`src/rtl/axis_uart_tx_arbiter_if.sv`:
```
// AXI-Stream link between the packet arbiter and the UART transmitter.
interface axis_if #(
    parameter int DATA_WIDTH = 8
) ();
    logic                  tvalid;
    logic                  tready;
    logic [DATA_WIDTH-1:0] tdata;
    logic                  tlast;

    modport master (output tvalid, output tdata, output tlast, input tready);
    modport slave  (input tvalid, input tdata, input tlast, output tready);
endinterface

```
`src/rtl/axis_uart_tx_arbiter.sv`:
```
// Round-robin packet arbiter sharing one UART TX stream between NUM_CH
// AXI-Stream requesters. A grant lasts one packet (until tlast), may be
// preceded by a channel-ID header byte, and is dropped if the granted
// channel stays idle for TIMEOUT cycles.
module axis_uart_tx_arbiter #(
    parameter int NUM_CH     = 4,
    parameter int DATA_WIDTH = 8,
    parameter int ADD_HEADER = 1,
    parameter int TIMEOUT    = 1024
) (
    input  logic                           clk_i,
    input  logic                           arstn_i,
    input  logic [NUM_CH-1:0]              s_tvalid_i,
    input  logic [NUM_CH*DATA_WIDTH-1:0]   s_tdata_i,
    input  logic [NUM_CH-1:0]              s_tlast_i,
    output logic [NUM_CH-1:0]              s_tready_o,
    axis_if.master                         m_axis,
    output logic [$clog2(NUM_CH)-1:0]      grant_o,
    output logic                           busy_o,
    output logic                           timeout_o
);

    localparam int GW    = $clog2(NUM_CH);
    // Counter width must be at least one bit even when the timeout is disabled.
    localparam int CNT_W = (TIMEOUT > 0) ? $clog2(TIMEOUT + 1) : 1;
    localparam logic [CNT_W-1:0] CNT_TC  = CNT_W'((TIMEOUT > 0) ? TIMEOUT - 1 : 0);
    localparam logic [CNT_W-1:0] CNT_MAX = CNT_W'(TIMEOUT);

    typedef enum logic [1:0] {
        IDLE   = 2'd0,
        HEADER = 2'd1,
        DATA   = 2'd2
    } state_t;

    state_t           state_q, state_d;
    logic [GW-1:0]    grant_q, grant_d;
    logic [GW-1:0]    last_grant_q, last_grant_d;
    logic [CNT_W-1:0] idle_cnt_q, idle_cnt_d;
    logic             timeout_q, timeout_d;

    logic [DATA_WIDTH-1:0] ch_data [NUM_CH];
    logic [GW-1:0]         arb_sel;
    logic [GW-1:0]         cand;
    logic                  arb_hit;
    logic                  gnt_valid;
    logic                  gnt_last;
    logic                  m_hs;

    assign gnt_valid = s_tvalid_i[grant_q];
    assign gnt_last  = s_tlast_i[grant_q];
    assign m_hs      = (state_q == DATA) && gnt_valid && m_axis.tready;

    assign grant_o   = grant_q;
    assign busy_o    = (state_q != IDLE);
    assign timeout_o = timeout_q;

    // Split the flat tdata bus into one byte per channel.
    always_comb begin
        for (int k = 0; k < NUM_CH; k++) begin
            ch_data[k] = s_tdata_i[k*DATA_WIDTH +: DATA_WIDTH];
        end
    end

    // Round-robin search starting one past the last served channel.
    always_comb begin
        arb_sel = last_grant_q;
        arb_hit = 1'b0;
        cand    = '0;
        for (int i = 1; i <= NUM_CH; i++) begin
            cand = GW'((int'(last_grant_q) + i) % NUM_CH);
            if (!arb_hit && s_tvalid_i[cand]) begin
                arb_sel = cand;
                arb_hit = 1'b1;
            end
        end
    end

    // State register; reset aborts any packet in flight immediately.
    always_ff @(posedge clk_i or negedge arstn_i) begin
        if (!arstn_i) begin
            state_q      <= IDLE;
            grant_q      <= '0;
            last_grant_q <= GW'(NUM_CH - 1);
            idle_cnt_q   <= '0;
            timeout_q    <= 1'b0;
        end else begin
            state_q      <= state_d;
            grant_q      <= grant_d;
            last_grant_q <= last_grant_d;
            idle_cnt_q   <= idle_cnt_d;
            timeout_q    <= timeout_d;
        end
    end

    // Next-state logic: arbitration, packet tracking and idle timeout.
    always_comb begin
        state_d      = state_q;
        grant_d      = grant_q;
        last_grant_d = last_grant_q;
        idle_cnt_d   = '0;
        timeout_d    = 1'b0;
        case (state_q)
            IDLE: begin
                if (arb_hit) begin
                    grant_d = arb_sel;
                    state_d = (ADD_HEADER != 0) ? HEADER : DATA;
                end
            end
            HEADER: begin
                if (m_axis.tready) begin
                    state_d = DATA;
                end
            end
            DATA: begin
                idle_cnt_d = idle_cnt_q;
                if (m_hs) begin
                    // A handshake always beats a timeout in the same cycle.
                    idle_cnt_d = '0;
                    if (gnt_last) begin
                        last_grant_d = grant_q;
                        state_d      = IDLE;
                    end
                end else if ((TIMEOUT > 0) && (idle_cnt_q == CNT_TC)) begin
                    last_grant_d = grant_q;
                    state_d      = IDLE;
                    timeout_d    = 1'b1;
                end else if ((TIMEOUT > 0) && !gnt_valid && (idle_cnt_q != CNT_MAX)) begin
                    idle_cnt_d = idle_cnt_q + 1'b1;
                end
            end
            default: begin
                state_d = IDLE;
            end
        endcase
    end

    // Output logic: header byte, then combinational pass-through of the grant.
    always_comb begin
        m_axis.tvalid = 1'b0;
        m_axis.tdata  = '0;
        m_axis.tlast  = 1'b0;
        s_tready_o    = '0;
        case (state_q)
            HEADER: begin
                m_axis.tvalid = 1'b1;
                m_axis.tdata  = DATA_WIDTH'(grant_q);
            end
            DATA: begin
                m_axis.tvalid       = gnt_valid;
                m_axis.tdata        = ch_data[grant_q];
                m_axis.tlast        = gnt_last;
                s_tready_o[grant_q] = m_axis.tready;
            end
            default: begin
                m_axis.tvalid = 1'b0;
            end
        endcase
    end

endmodule

```
`src/flat_wrapper.sv`:
```
// flat-port wrapper written by rule: the top's interface ports become plain ports
module axis_uart_tx_arbiter_flat 
#(
    parameter int NUM_CH     = 4,
    parameter int DATA_WIDTH = 8,
    parameter int ADD_HEADER = 1,
    parameter int TIMEOUT    = 1024
)
  (clk_i, arstn_i, s_tvalid_i, s_tdata_i, s_tlast_i, s_tready_o, grant_o, busy_o, timeout_o, m_axis_tvalid, m_axis_tdata, m_axis_tlast, m_axis_tready);
  axis_if #(.DATA_WIDTH(DATA_WIDTH)) m_axis_i ();
  input  logic clk_i;
  input  logic arstn_i;
  input  logic [NUM_CH-1:0] s_tvalid_i;
  input  logic [NUM_CH*DATA_WIDTH-1:0] s_tdata_i;
  input  logic [NUM_CH-1:0] s_tlast_i;
  output logic [NUM_CH-1:0] s_tready_o;
  output logic [$clog2(NUM_CH)-1:0] grant_o;
  output logic busy_o;
  output logic timeout_o;
  output wire logic [$bits(m_axis_i.tvalid)-1:0] m_axis_tvalid;
  output wire logic [$bits(m_axis_i.tdata)-1:0] m_axis_tdata;
  output wire logic [$bits(m_axis_i.tlast)-1:0] m_axis_tlast;
  input wire logic [$bits(m_axis_i.tready)-1:0] m_axis_tready;
  assign m_axis_tvalid = m_axis_i.tvalid;
  assign m_axis_tdata = m_axis_i.tdata;
  assign m_axis_tlast = m_axis_i.tlast;
  assign m_axis_i.tready = m_axis_tready;
  axis_uart_tx_arbiter #(.NUM_CH(NUM_CH), .DATA_WIDTH(DATA_WIDTH), .ADD_HEADER(ADD_HEADER), .TIMEOUT(TIMEOUT)) u_core (.clk_i(clk_i), .arstn_i(arstn_i), .s_tvalid_i(s_tvalid_i), .s_tdata_i(s_tdata_i), .s_tlast_i(s_tlast_i), .s_tready_o(s_tready_o), .m_axis(m_axis_i), .grant_o(grant_o), .busy_o(busy_o), .timeout_o(timeout_o));
endmodule
```
`config.mk`:
```
export PLATFORM = sky130hd
export DESIGN_NAME = axis_uart_tx_arbiter_flat
export DESIGN_NICKNAME = d
export VERILOG_FILES = /design/src/rtl/axis_uart_tx_arbiter_if.sv /design/src/rtl/axis_uart_tx_arbiter.sv /design/src/flat_wrapper.sv
export SDC_FILE = /design/constraint.sdc
export NUM_CORES = 1
export LEC_CHECK = 0
export BUFFER_PORTS_ARGS = -buffer_cell sky130_fd_sc_hd__buf_2
export CORE_ASPECT_RATIO = 0.75
export CORE_UTILIZATION = 48
export CTS_CLUSTER_DIAMETER = 120
export DETAILED_ROUTE_END_ITERATION = 8
export PLACE_DENSITY = 0.85
export SYNTH_ARGS = -nofsm -noshare
export SYNTH_HDL_FRONTEND = slang
export SYNTH_SLANG_ARGS = --single-unit
export TNS_END_PERCENT = 5
```
`constraint.sdc`:
```
create_clock -name clk_i -period 2.2 [get_ports clk_i]
set_input_delay 0 -clock clk_i [delete_from_list [all_inputs] [get_ports clk_i]]
set_output_delay 0 -clock clk_i [all_outputs]
set_load 0.02 [all_outputs]
```
* After elaboration in Yosys (flattened, before gate mapping)
Cells that the tools add are included.
** Storage, ports and cells
- Flip-flop bits (word level) :: 18
- Input port bits :: 43
- Output and inout port bits :: 18
- Logic and storage cells :: 93
** Cells by class
- Add/subtract/negate cells :: 5
- Magnitude comparators :: 7
- Equality and inequality tests :: 11
- Mux-type cells :: 45
- Bitwise operators :: 2
- Reductions and logical operators :: 18
** Operator list (number)
- $mux W11 :: 4
- $mux W2 :: 12
- $bmux W8 S2 :: 1
- $mux W8 :: 2
- $pmux W8 S2 :: 1
- $lt A2 B3 Y1 const B :: 5
- $mux W1 :: 15
- $bmux W1 S2 :: 6
- $ne A3 B2 Y1 const B :: 4
- $add A11 B1 Y11 const B :: 1
- $eq A11 B10 Y1 const B :: 1
- $ne A11 B11 Y1 const B :: 1
- $logic_and A1 B1 Y1 :: 7
- $pmux W2 S3 :: 1
- $add A2 B1 Y2 const B :: 2
- $add A2 B2 Y2 const B :: 2
- $and A4 B4 Y4 :: 1
- $logic_not A1 Y1 :: 4
- $mux W4 :: 1
- $ne A2 B1 Y1 const B :: 2
- $reduce_and A2 Y1 :: 2
- $reduce_and A4 Y1 :: 1
- $reduce_bool A2 Y1 :: 2
- $ge A3 B3 Y1 const B :: 1
- 9 further kinds :: 9

* Longest topological paths before layout
Gate-level depths: netlist of the first run.
- Depth after elaboration :: 15
- Depth in mapped cells :: 7
- Depth with buffers taken out :: 7

* Worst setup path before layout of the first run
No wires, ideal clock.
- Path type :: register -> register
- Start point :: reg u_core.grant_q[0], in the netlist u_core.grant_o[0]
- End point :: reg u_core.idle_cnt_q[8]
- Setup time :: 0.132 ns
- Data arrival time :: 1.952 ns
- Data required time :: 2.068 ns
- Slack :: 0.116 ns
- Stages on the path, launching flop included :: 8
- Buffers on the path :: 2
- Clock period less this slack :: 2.084 ns
- Cells stage by stage :: dfrtp_1 > buf_6 > mux4_2 > a41o_1 > buf_6 > nor4_2 > xnor2_1 > nor2_1
** Between the ends
- Longest elaborated chain between the ends :: 6
- Elaborated cells between the ends (all ways) :: 11
- Those cells by class :: 2 x eq/ne; 4 x mux; 5 x reduce/logical
** RTL lines
- start, declared :: line axis_uart_tx_arbiter.sv:36 : logic [GW-1:0] grant_q, grant_d;
- start signal, assigned :: line axis_uart_tx_arbiter.sv:88 : grant_q <= grant_d;
- $bmux W1 S2 * :: line axis_uart_tx_arbiter.sv:49 : assign gnt_valid = s_tvalid_i[grant_q];
- $mux W1 (implied by the code) * :: line axis_uart_tx_arbiter.sv:49
- $logic_and A1 B1 Y1 / $logic_not A1 Y1 (equally long branches) :: line axis_uart_tx_arbiter.sv:51, axis_uart_tx_arbiter.sv:127
- $logic_and A1 B1 Y1 (on tied branches) :: line axis_uart_tx_arbiter.sv:51, axis_uart_tx_arbiter.sv:127
- $ne A3 B2 Y1 (no source line) / $mux W11 (equally long branches)
- $reduce_and A2 Y1 (no source line) / $mux W11 (equally long branches)
- end signal, assigned :: line axis_uart_tx_arbiter.sv:90 : idle_cnt_q <= idle_cnt_d;
- end, declared :: line axis_uart_tx_arbiter.sv:38 : logic [CNT_W-1:0] idle_cnt_q, idle_cnt_d;
Every way passes the cells marked *; elsewhere a longest branch is shown, timed or not. The select of a mux whose other input is x is not followed.
A chain may end at the register's enable or synchronous reset.

* Worst setup path in the final report of the first run
- Start point :: reg u_core.grant_q[0], in the netlist u_core.grant_o[0]
- End point :: reg u_core.idle_cnt_q[7]
Same word-level chain as after synthesis.

==> results_dict.tcl, run 1 <==
set metrics [dict create \
    firstDrtPassIters 4 \
    p_clk_share_pct 12.4 \
    clk_pin_slew_ps 70 \
    fillers 265 \
    fin_util_pct 64.2 \
    dp_slack_ps 137 \
    hold_depth 3 \
    syn_avg_cell_area_um2 9.71 \
    power.internal_uw 1070 \
    leakage_uw 0.000871 \
    gp_congestion 0.870 \
    power.density_nw_per_um2 994 \
    setup_viol_count_final 0 \
    hold_start "s_tvalid_i[3]" \
    initial_core_util_pct 50.3 \
    maxCapViolCount 0 \
    synth-adder-area-share_pct 5.08 \
    synth_compound_area_share_pct 8.56 \
    syn-num-nets 201 \
    drt-total-wl_mm 3.82 \
    synth_top_area_share_pct 27.1 \
    required_ps 2350 \
    root_buffer "clkbuf_8" \
    final_cells 253 \
    rows 17 \
    worst_pin_slew_ps 502 \
    finalCriticalPeriod_ps 2080 \
    io_pins 61 \
    synth-seq-cells 18 \
    hp-class "input pin to flip-flop" \
    synth_cells 152 \
    area_delta_synth_final_pct 27.5 \
    seq_area_frac_synth_pct 30.7 \
    die_area_um2 3300 \
    timing_worst_setup_path_type "flip-flop to flip-flop" \
    cp_max_fo 9 \
    ys_top_cells_by_area "dfrtp_1, mux4_2, mux2_2" \
    r2r_slack_ps 120 \
    max_slew_margin_pct 66.2 \
    synth_xor_xnor_area_share_pct 5.34 \
    end_kind "flip-flop" \
    synth_simple_gate_area_share_pct 26.3 \
    chipHeight_um 50.0 \
    grt_use_total_pct 26.9 \
    hold-path-endpoint "u_core.grant_o[1]" \
    wire_per_inst_um 15.1 \
    combPwrFrac_pct 62.6 \
    crit_path_start_kind "flip-flop" \
    htreeDepth 1 \
    synth_top_family_by_area "simple AND/OR/NAND/NOR gates" \
    r2r_start "u_core.grant_o[0]" \
    synth_area_um2 1480 \
    diodes 0 \
    drive_gt1_share_pct 43.7 \
    cts_tree "yes" \
    multi_input_area_um2 956 \
    drv_slew 0 \
    placed_cells 248 \
    synth_flop_cell "dfrtp_1" \
    r2r_end "u_core.idle_cnt_q[7]" \
    antenna_found_initial 0 \
    async_flop_share_pct 100 \
    swShare_pct 42.9 \
    rsz0062_at_grt "no" \
    cts_made_buffers 3 \
    synth_edf_count 0 \
    dp_hpwl_mm 2.99 \
    grt_max_degree 19 \
    seq_power_share_pct 25.0 \
    yosysWarningCount 0 \
    drt_iter0_drc 79 \
    io_buffers 60 \
    switchingPower_uw 803 \
    fin_skew_ps 5.42 \
    clk_latency_ps 250 \
    synth_most_common_cell "nor2_1" \
    muxShareOfSynthArea_pct 19.1 \
    grt-ovfl-total 0 \
    nNetsFinal 265 \
    seq_area_um2 453 \
    viasPerCell 5.60 \
    finalCritPeriodShare_pct 94.6 \
    cts_sinks 18 \
    reg2reg_depth 6 \
    status "finished clean" \
    finalHoldViolCount 0 \
    ir_worst_vdd_uv 517 \
    die_w_um 66.0 \
    synth_largest_area_cell "dfrtp_1" \
    cts_max_path_buffers 2 \
    grt_pass1_wl_mm 6.55 \
    ys_top_cells_by_count "nor2_1, dfrtp_1, nand2_1, mux4_2, xnor2_1" \
    synth_cell_type_count 38 \
    worstPathArrival_ps 2230 \
    grt_pass1_vias 1311 \
    drc 0 \
    setup_tns_ps 0 \
    layout_setup_ws_ps 118 \
    fmax_ghz 0.480 \
    num_vias 1418 \
    ant_nets 0 \
    post_cts_buffers 0 \
    core_um2 2940 \
]
-- how the worst max path moves through the flow --
stage / to / start / cells after the start / slack, ps
2_1_floorplan: u_core.idle_cnt_q[8] / u_core.grant_o[0] / 7 / 120
5_1_grt: u_core.state_q[1] / u_core.idle_cnt_q[0] / 6 / 20
3_5_place_dp: u_core.idle_cnt_q[7] / u_core.grant_o[0] / 6 / 140
6_report: u_core.idle_cnt_q[7] / u_core.grant_o[0] / 6 / 120
3_3_place_gp: u_core.idle_cnt_q[7] / u_core.grant_o[0] / 6 / 190
4_1_cts: u_core.idle_cnt_q[7] / u_core.grant_o[0] / 6 / 130
-- kinds of logic (layout without fill, tap and decap cells) --
logic type / Yosys count / after routing
flip-flops: 18 / 18
buffers and inverters: 15 / 78
multiplexers: 16 / 16
XOR/XNOR: 9 / 9
AO/OA/AOI/OAI: 20 / 20
AND/OR/NAND/NOR: 68 / 68
adder cells (fa/ha/maj): 6 / 6
-- what timing repair did --
| item | CTS | global route |
|---|---|---|
| hold buffers | 1 | 0 |
| gates resized for setup | 0 | 0 |
| hold endpoints to repair | 18 | 0 |
-- through the flow --
stage	hold WS (ps)	power (uW)	area, um2
finish	116	1870	1880
global route	122	2010	1880
CTS	101	1880	1880
detailed placement	-47.8	1640	1830
global placement	-52.2	1600	1830
floorplan	-296	1350	1480
-- flip-flops by register name (all words and copies together), names as in the netlist --
signal and cells:
u_core.state_q 2, u_core.grant_o 2, u_core.idle_cnt_q 11, u_core.timeout_o 1, u_core.last_grant_q 2
-- cells in the final DEF, fill, tap and decap left out, types with 2 or more instances in the layout --
master,count
dfstp_2,2
xnor2_1,9
nor4_1,4
nor3_1,4
mux2_2,7
o21ai_0,6
mux4_2,9
clkbuf_8,3
buf_4,6
inv_1,7
nor2b_1,7
nand3_1,4
dfrtp_1,16
a21oi_1,5
nand2_1,10
a22oi_1,3
and3_1,6
and2_1,2
nor2_1,18
buf_2,60
nor4_2,4
ha_1,6
-- cell type report --
type / instances / share of cell area [%]
flip-flops and latches: 18 / 24.1
repair buffers: 67 / 18.9
inverters: 7 / 1.40
multi-input cells: 119 / 50.8
well taps: 38 / 2.52
clock buffers: 4 / 2.39
-- routing by layer --
layer / global-route usage (%) / vias up / share of wire (%)
met3: 6.71 / 6 / 6.8
met5: 0 / - / 0
met2: 39.3 / 46 / 45
li1: - / 679 / -
met4: 6.38 / 0 / 0.94
met1: 39.6 / 687 / 47
-- power by group through the flow --
stage | registers (uW) | clock network, uW | logic (uW)
after floorplan | 475 | 0 | 871
after CTS | 468 | 244 | 1170
final | 468 | 232 | 1170
after global placement | 471 | 0 | 1130
after global routing | 480 | 251 | 1280
after detailed placement | 474 | 0 | 1160
-- critical path, stage by stage, from the launching register on --
cell and delay, ps:
dfrtp_1 360, mux4_2 560, a41o_1 360, buf_4 210
nor4_4 280, xnor2_1 160, nor2_1 50
Power figures use the tool's default switching activity.
==> run 2: changes to the inputs <==
--- a/config.mk
+++ b/config.mk
@@ -11,6 +11,7 @@
 export CTS_CLUSTER_DIAMETER = 120
 export DETAILED_ROUTE_END_ITERATION = 8
 export PLACE_DENSITY = 0.85
+export RECOVER_POWER = 25
 export SYNTH_ARGS = -nofsm -noshare
 export SYNTH_HDL_FRONTEND = slang
 export SYNTH_SLANG_ARGS = --single-unit
==> run 2 against run 1 <==
  * Final area about the same
  * Highest routed layer unchanged
  * Register-to-register slack barely moved
  * Die area is the same
  * Utilization is essentially flat
==> results_dict.tcl, run 2 (synthesis gave the netlist of run 1 again) <==
set metrics [dict create \
    status "finished clean" \
    drv_slew 0 \
    setup_viol_count_final 0 \
    die_area_um2 3300 \
    antenna_found_initial 0 \
    firstDrtPassIters 4 \
    layout_common_cells "buf_2, nor2_1, dfrtp_1" \
    io_buffers 60 \
    end_kind "flip-flop" \
    cts_max_path_buffers 2 \
    htreeDepth 1 \
    drc 0 \
    mostFrequentLayoutCell "buf_2" \
    rows 17 \
    leakage_uw 0.000869 \
    wire_per_inst_um 15.1 \
    p_clk_share_pct 12.4 \
    hold_depth 3 \
    seq_power_share_pct 25.0 \
    dp_hpwl_mm 2.99 \
    grt_pass1_vias 1311 \
    ant_nets 0 \
    required_ps 2350 \
    clk_pin_slew_ps 70 \
    cp_max_fo 9 \
    area_delta_synth_final_pct 27.5 \
    finalCritPeriodShare_pct 94.6 \
    hold_ws_ps 116 \
    r2r_end "u_core.idle_cnt_q[7]" \
    root_buffer "clkbuf_8" \
    max_slew_margin_pct 34.3 \
    grt_pass1_wl_mm 6.55 \
    largest-register "u_core.idle_cnt_q" \
    r2r_start "u_core.grant_o[0]" \
    combPwrFrac_pct 62.6 \
    gp_congestion 0.870 \
    swShare_pct 42.9 \
    drive_gt1_share_pct 43.3 \
    num_vias 1418 \
    rsz0062_at_grt "no" \
    ir_worst_vdd_uv 517 \
    finalHoldViolCount 0 \
    die_w_um 66.0 \
    power.density_nw_per_um2 995 \
    nNetsFinal 265 \
    worst_pin_slew_ps 985 \
    largest_register_ffs 11 \
    core_um2 2940 \
    fin_skew_ps 5.42 \
    viasPerCell 5.60 \
    hold_start "s_tvalid_i[3]" \
    drt_iter0_drc 80 \
    chipHeight_um 50.0 \
    drt-total-wl_mm 3.82 \
    initial_core_util_pct 50.3 \
    diodes 0 \
    cts-resized-gates 0 \
    fin_util_pct 64.1 \
    r2r_slack_ps 120 \
    maxCapViolCount 0 \
    hold-path-endpoint "u_core.grant_o[1]" \
    io_pins 61 \
    cts_tree "yes" \
    finalCriticalPeriod_ps 2080 \
    worstPathArrival_ps 2230 \
    hp-class "input pin to flip-flop" \
    power.internal_uw 1070 \
    cts_made_buffers 3 \
    crit_path_start_kind "flip-flop" \
    grt_use_total_pct 26.9 \
    setup_tns_ps 0 \
    grt_max_degree 19 \
    timing_worst_setup_path_type "flip-flop to flip-flop" \
    reg2reg_depth 6 \
    fmax_ghz 0.480 \
    cts_sinks 18 \
    switchingPower_uw 803 \
    clk_latency_ps 250 \
    grt-ovfl-total 0 \
]
-- run 2: cell types whose count changed in the layout (fill, tap and decap cells not counted) --
cell and change:
buf_2 -1, clkbuf_1 +1
-- run 2: worst max path at each step --
stage                         start              endpoint  slack (ps)  depth (start not counted)
6_report          u_core.grant_o[0]  u_core.idle_cnt_q[7]         120                          6
2_1_floorplan     u_core.grant_o[0]  u_core.idle_cnt_q[8]         120                          7
5_1_grt        u_core.idle_cnt_q[0]     u_core.state_q[1]          20                          6
4_1_cts           u_core.grant_o[0]  u_core.idle_cnt_q[7]         130                          6
3_5_place_dp      u_core.grant_o[0]  u_core.idle_cnt_q[7]         140                          6
3_3_place_gp      u_core.grant_o[0]  u_core.idle_cnt_q[7]         190                          6
-- run 2: stage by stage --
| step | cells | area, um2 | setup slack (ps) | power (uW) |
|---|---|---|---|---|
| after global routing | 253 | 1880 | 24.0 | 2010 |
| after CTS | 253 | 1880 | 131 | 1880 |
| after global placement | 248 | 1830 | 193 | 1600 |
| after floorplan | 152 | 1480 | 116 | 1350 |
| after detailed placement | 248 | 1830 | 137 | 1640 |
| final | 253 | 1880 | 118 | 1870 |
-- run 2: layout make-up --
cell class | instances | area (um2)
tap | 38 | 47.5
timing repair buffer | 67 | 354
clock buffer | 4 | 45.0
inverter | 7 | 26.3
multi-input combinational | 119 | 956
fill | 266 | 1050
sequential | 18 | 453
-- run 2: worst max-delay path: stages, from the launching register on --
cell and delay, ps:
dfrtp_1 360, mux4_2 560, a41o_1 360, buf_4 210, nor4_4 280, xnor2_1 160
nor2_1 50
-- run 2: power by group through the flow --
stage          clock network (uW)  logic [uW]  registers (uW)
2_1_floorplan                   0         871             475
4_1_cts                       244        1170             468
3_5_place_dp                    0        1160             474
3_3_place_gp                    0        1130             471
6_report                      232        1170             468
5_1_grt                       251        1280             480
-- run 2: what timing repair did --
item	CTS	global route
buffers inserted	0	0
endpoints found under the hold margin	18	0
hold buffers	1	0
-- run 2: per-layer routing --
layer  vias up  GRT usage [%]  wire [um]
li1        679              -          -
met3         6           6.71        260
met4         0           6.38         36
met5         -              0          0
met2        46           39.3       1720
met1       687           39.6       1810
==> run 3: changes to the inputs <==
--- a/config.mk
+++ b/config.mk
@@ -7,10 +7,10 @@
 export LEC_CHECK = 0
 export BUFFER_PORTS_ARGS = -buffer_cell sky130_fd_sc_hd__buf_2
 export CORE_ASPECT_RATIO = 0.75
-export CORE_UTILIZATION = 48
+export CORE_UTILIZATION = 52
 export CTS_CLUSTER_DIAMETER = 120
 export DETAILED_ROUTE_END_ITERATION = 8
-export PLACE_DENSITY = 0.85
+export PLACE_DENSITY = 0.86
 export RECOVER_POWER = 25
 export SYNTH_ARGS = -nofsm -noshare
 export SYNTH_HDL_FRONTEND = slang
==> constraint.sdc (replaced) <==
create_clock -name clk_i -period 2.5 [get_ports clk_i]
set_input_delay 0 -clock clk_i [delete_from_list [all_inputs] [get_ports clk_i]]
set_output_delay 0 -clock clk_i [all_outputs]
set_load 0.02 [all_outputs]
==> run 3 against run 2 <==
  * Count of clock-buffer cells in the layout fell by 1
  * Combinational power is 14% lower
  * Setup slack improved by 220 ps
  * Sequential share of layout area is 0.46 points higher
  * Hold slack better by 7.2 ps
  * Highest routed layer unchanged
==> results_dict.tcl, run 3 (synthesis gave the netlist of run 1 again) <==
set metrics [dict create \
    htreeDepth 1 \
    grt_max_degree 19 \
    drc 0 \
    cp-startpoint "u_core.grant_o[1]" \
    core_um2 2640 \
    maxCapViolCount 0 \
    drv_slew 0 \
    placed_cells 243 \
    finalHoldViolCount 0 \
    hold_buffers 1 \
    r2r_start "u_core.grant_o[1]" \
    drive_gt1_share_pct 42.2 \
    antenna_found_initial 0 \
    die_w_um 63.5 \
    grt_pass1_wl_mm 6.01 \
    hp-class "input pin to flip-flop" \
    reg2reg_depth 5 \
    cts_tree "yes" \
    hold_start "s_tvalid_i[3]" \
    clk_pin_slew_ps 60 \
    setup_tns_ps 0 \
    grt-ovfl-total 0 \
    cts-resized-gates 0 \
    max_slew_margin_pct 33.9 \
    dp_hpwl_mm 3.03 \
    io_pins 61 \
    area_delta_synth_final_pct 25.1 \
    finalCritPeriodShare_pct 86.4 \
    ant_nets 0 \
    cts_made_buffers 3 \
    rsz0062_at_grt "no" \
    final_cells 247 \
    setup_viol_count_final 0 \
    gp_congestion 0.828 \
    fmax_ghz 0.463 \
    diodes 0 \
    wire_per_inst_um 16.3 \
    chipHeight_um 48.1 \
    cts_sinks 18 \
    ir_worst_vdd_uv 558 \
    root_buffer "clkbuf_8" \
    largest_register_ffs 11 \
    required_ps 2630 \
    num_vias 1415 \
    leakage_uw 0.000853 \
    mostFrequentLayoutCell "buf_2" \
    rows 16 \
    die_area_um2 3060 \
    timing_worst_setup_path_type "flip-flop to flip-flop" \
    nNetsFinal 262 \
    worstPathArrival_ps 2290 \
    hold_depth 3 \
    firstDrtPassIters 4 \
    post_cts_buffers 0 \
    r2r_end "u_core.idle_cnt_q[3]" \
    end_kind "flip-flop" \
    grt_use_total_pct 27.0 \
    drt_iter0_drc 37 \
    initial_core_util_pct 55.9 \
    largest-register "u_core.idle_cnt_q" \
    crit_path_start_kind "flip-flop" \
    r2r_slack_ps 340 \
    clk_latency_ps 250 \
    worst_pin_slew_ps 992 \
    fin_util_pct 69.9 \
    viasPerCell 5.73 \
    finalCriticalPeriod_ps 2160 \
    layout_common_cells "buf_2, nor2_1, dfrtp_1" \
    status "finished clean" \
    cp_max_fo 12 \
    drt-total-wl_mm 4.01 \
    power.density_nw_per_um2 888 \
    io_buffers 60 \
    cts_max_path_buffers 2 \
    hold-path-endpoint "u_core.grant_o[1]" \
    hold_ws_ps 123 \
    fin_skew_ps 2.88 \
    grt_pass1_vias 1255 \
]
-- run 3: worst max-delay path by stage --
stage | slack, ps | depth (start not counted) | end
2_1_floorplan | 420 | 7 | u_core.idle_cnt_q[8]
3_3_place_gp | 430 | 5 | u_core.idle_cnt_q[3]
3_5_place_dp | 380 | 5 | u_core.idle_cnt_q[3]
4_1_cts | 360 | 5 | u_core.idle_cnt_q[3]
5_1_grt | 240 | 5 | u_core.idle_cnt_q[3]
6_report | 340 | 5 | u_core.idle_cnt_q[3]
-- run 3: where the power goes --
part | internal [uW] | switching [uW] | total, uW | leakage [uW]
clock | 107 | 94.6 | 202 | 0.0000216
combinational | 447 | 558 | 1010 | 0.000594
sequential | 355 | 77.8 | 433 | 0.000237
-- run 3: metrics by stage --
| step | area (um2) | total power [uW] | worst slack (ps) |
|---|---|---|---|
| finish | 1850 | 1640 | 340 |
| global route | 1850 | 1730 | 243 |
| CTS | 1850 | 1630 | 356 |
| detailed placement | 1800 | 1420 | 385 |
| global placement | 1800 | 1360 | 426 |
| floorplan | 1480 | 1180 | 416 |
-- run 3: cell type report --
| class | instances | area, um2 |
|---|---|---|
| timing repair buffer | 64 | 332 |
| tap | 36 | 45.0 |
| clock buffer | 3 | 41.3 |
| fill | 198 | 796 |
| inverter | 7 | 26.3 |
| sequential | 18 | 453 |
| multi-input combinational | 119 | 950 |
-- run 3: routing by layer --
layer / vias to the layer above / track usage, % / share of wire [%]
met3: 8 / 7.01 / 6.0
met2: 49 / 49.8 / 50
li1: 671 / - / -
met5: - / 0 / 0
met4: 0 / 6.82 / 1.1
met1: 687 / 32.7 / 43
-- run 3: worst max-delay path: stages, from the launching register on --
cell     delay (ps)
dfrtp_1         600
mux4_2          430
a41o_1          400
nor4b_1         400
xnor2_1         160
nor2_1           50
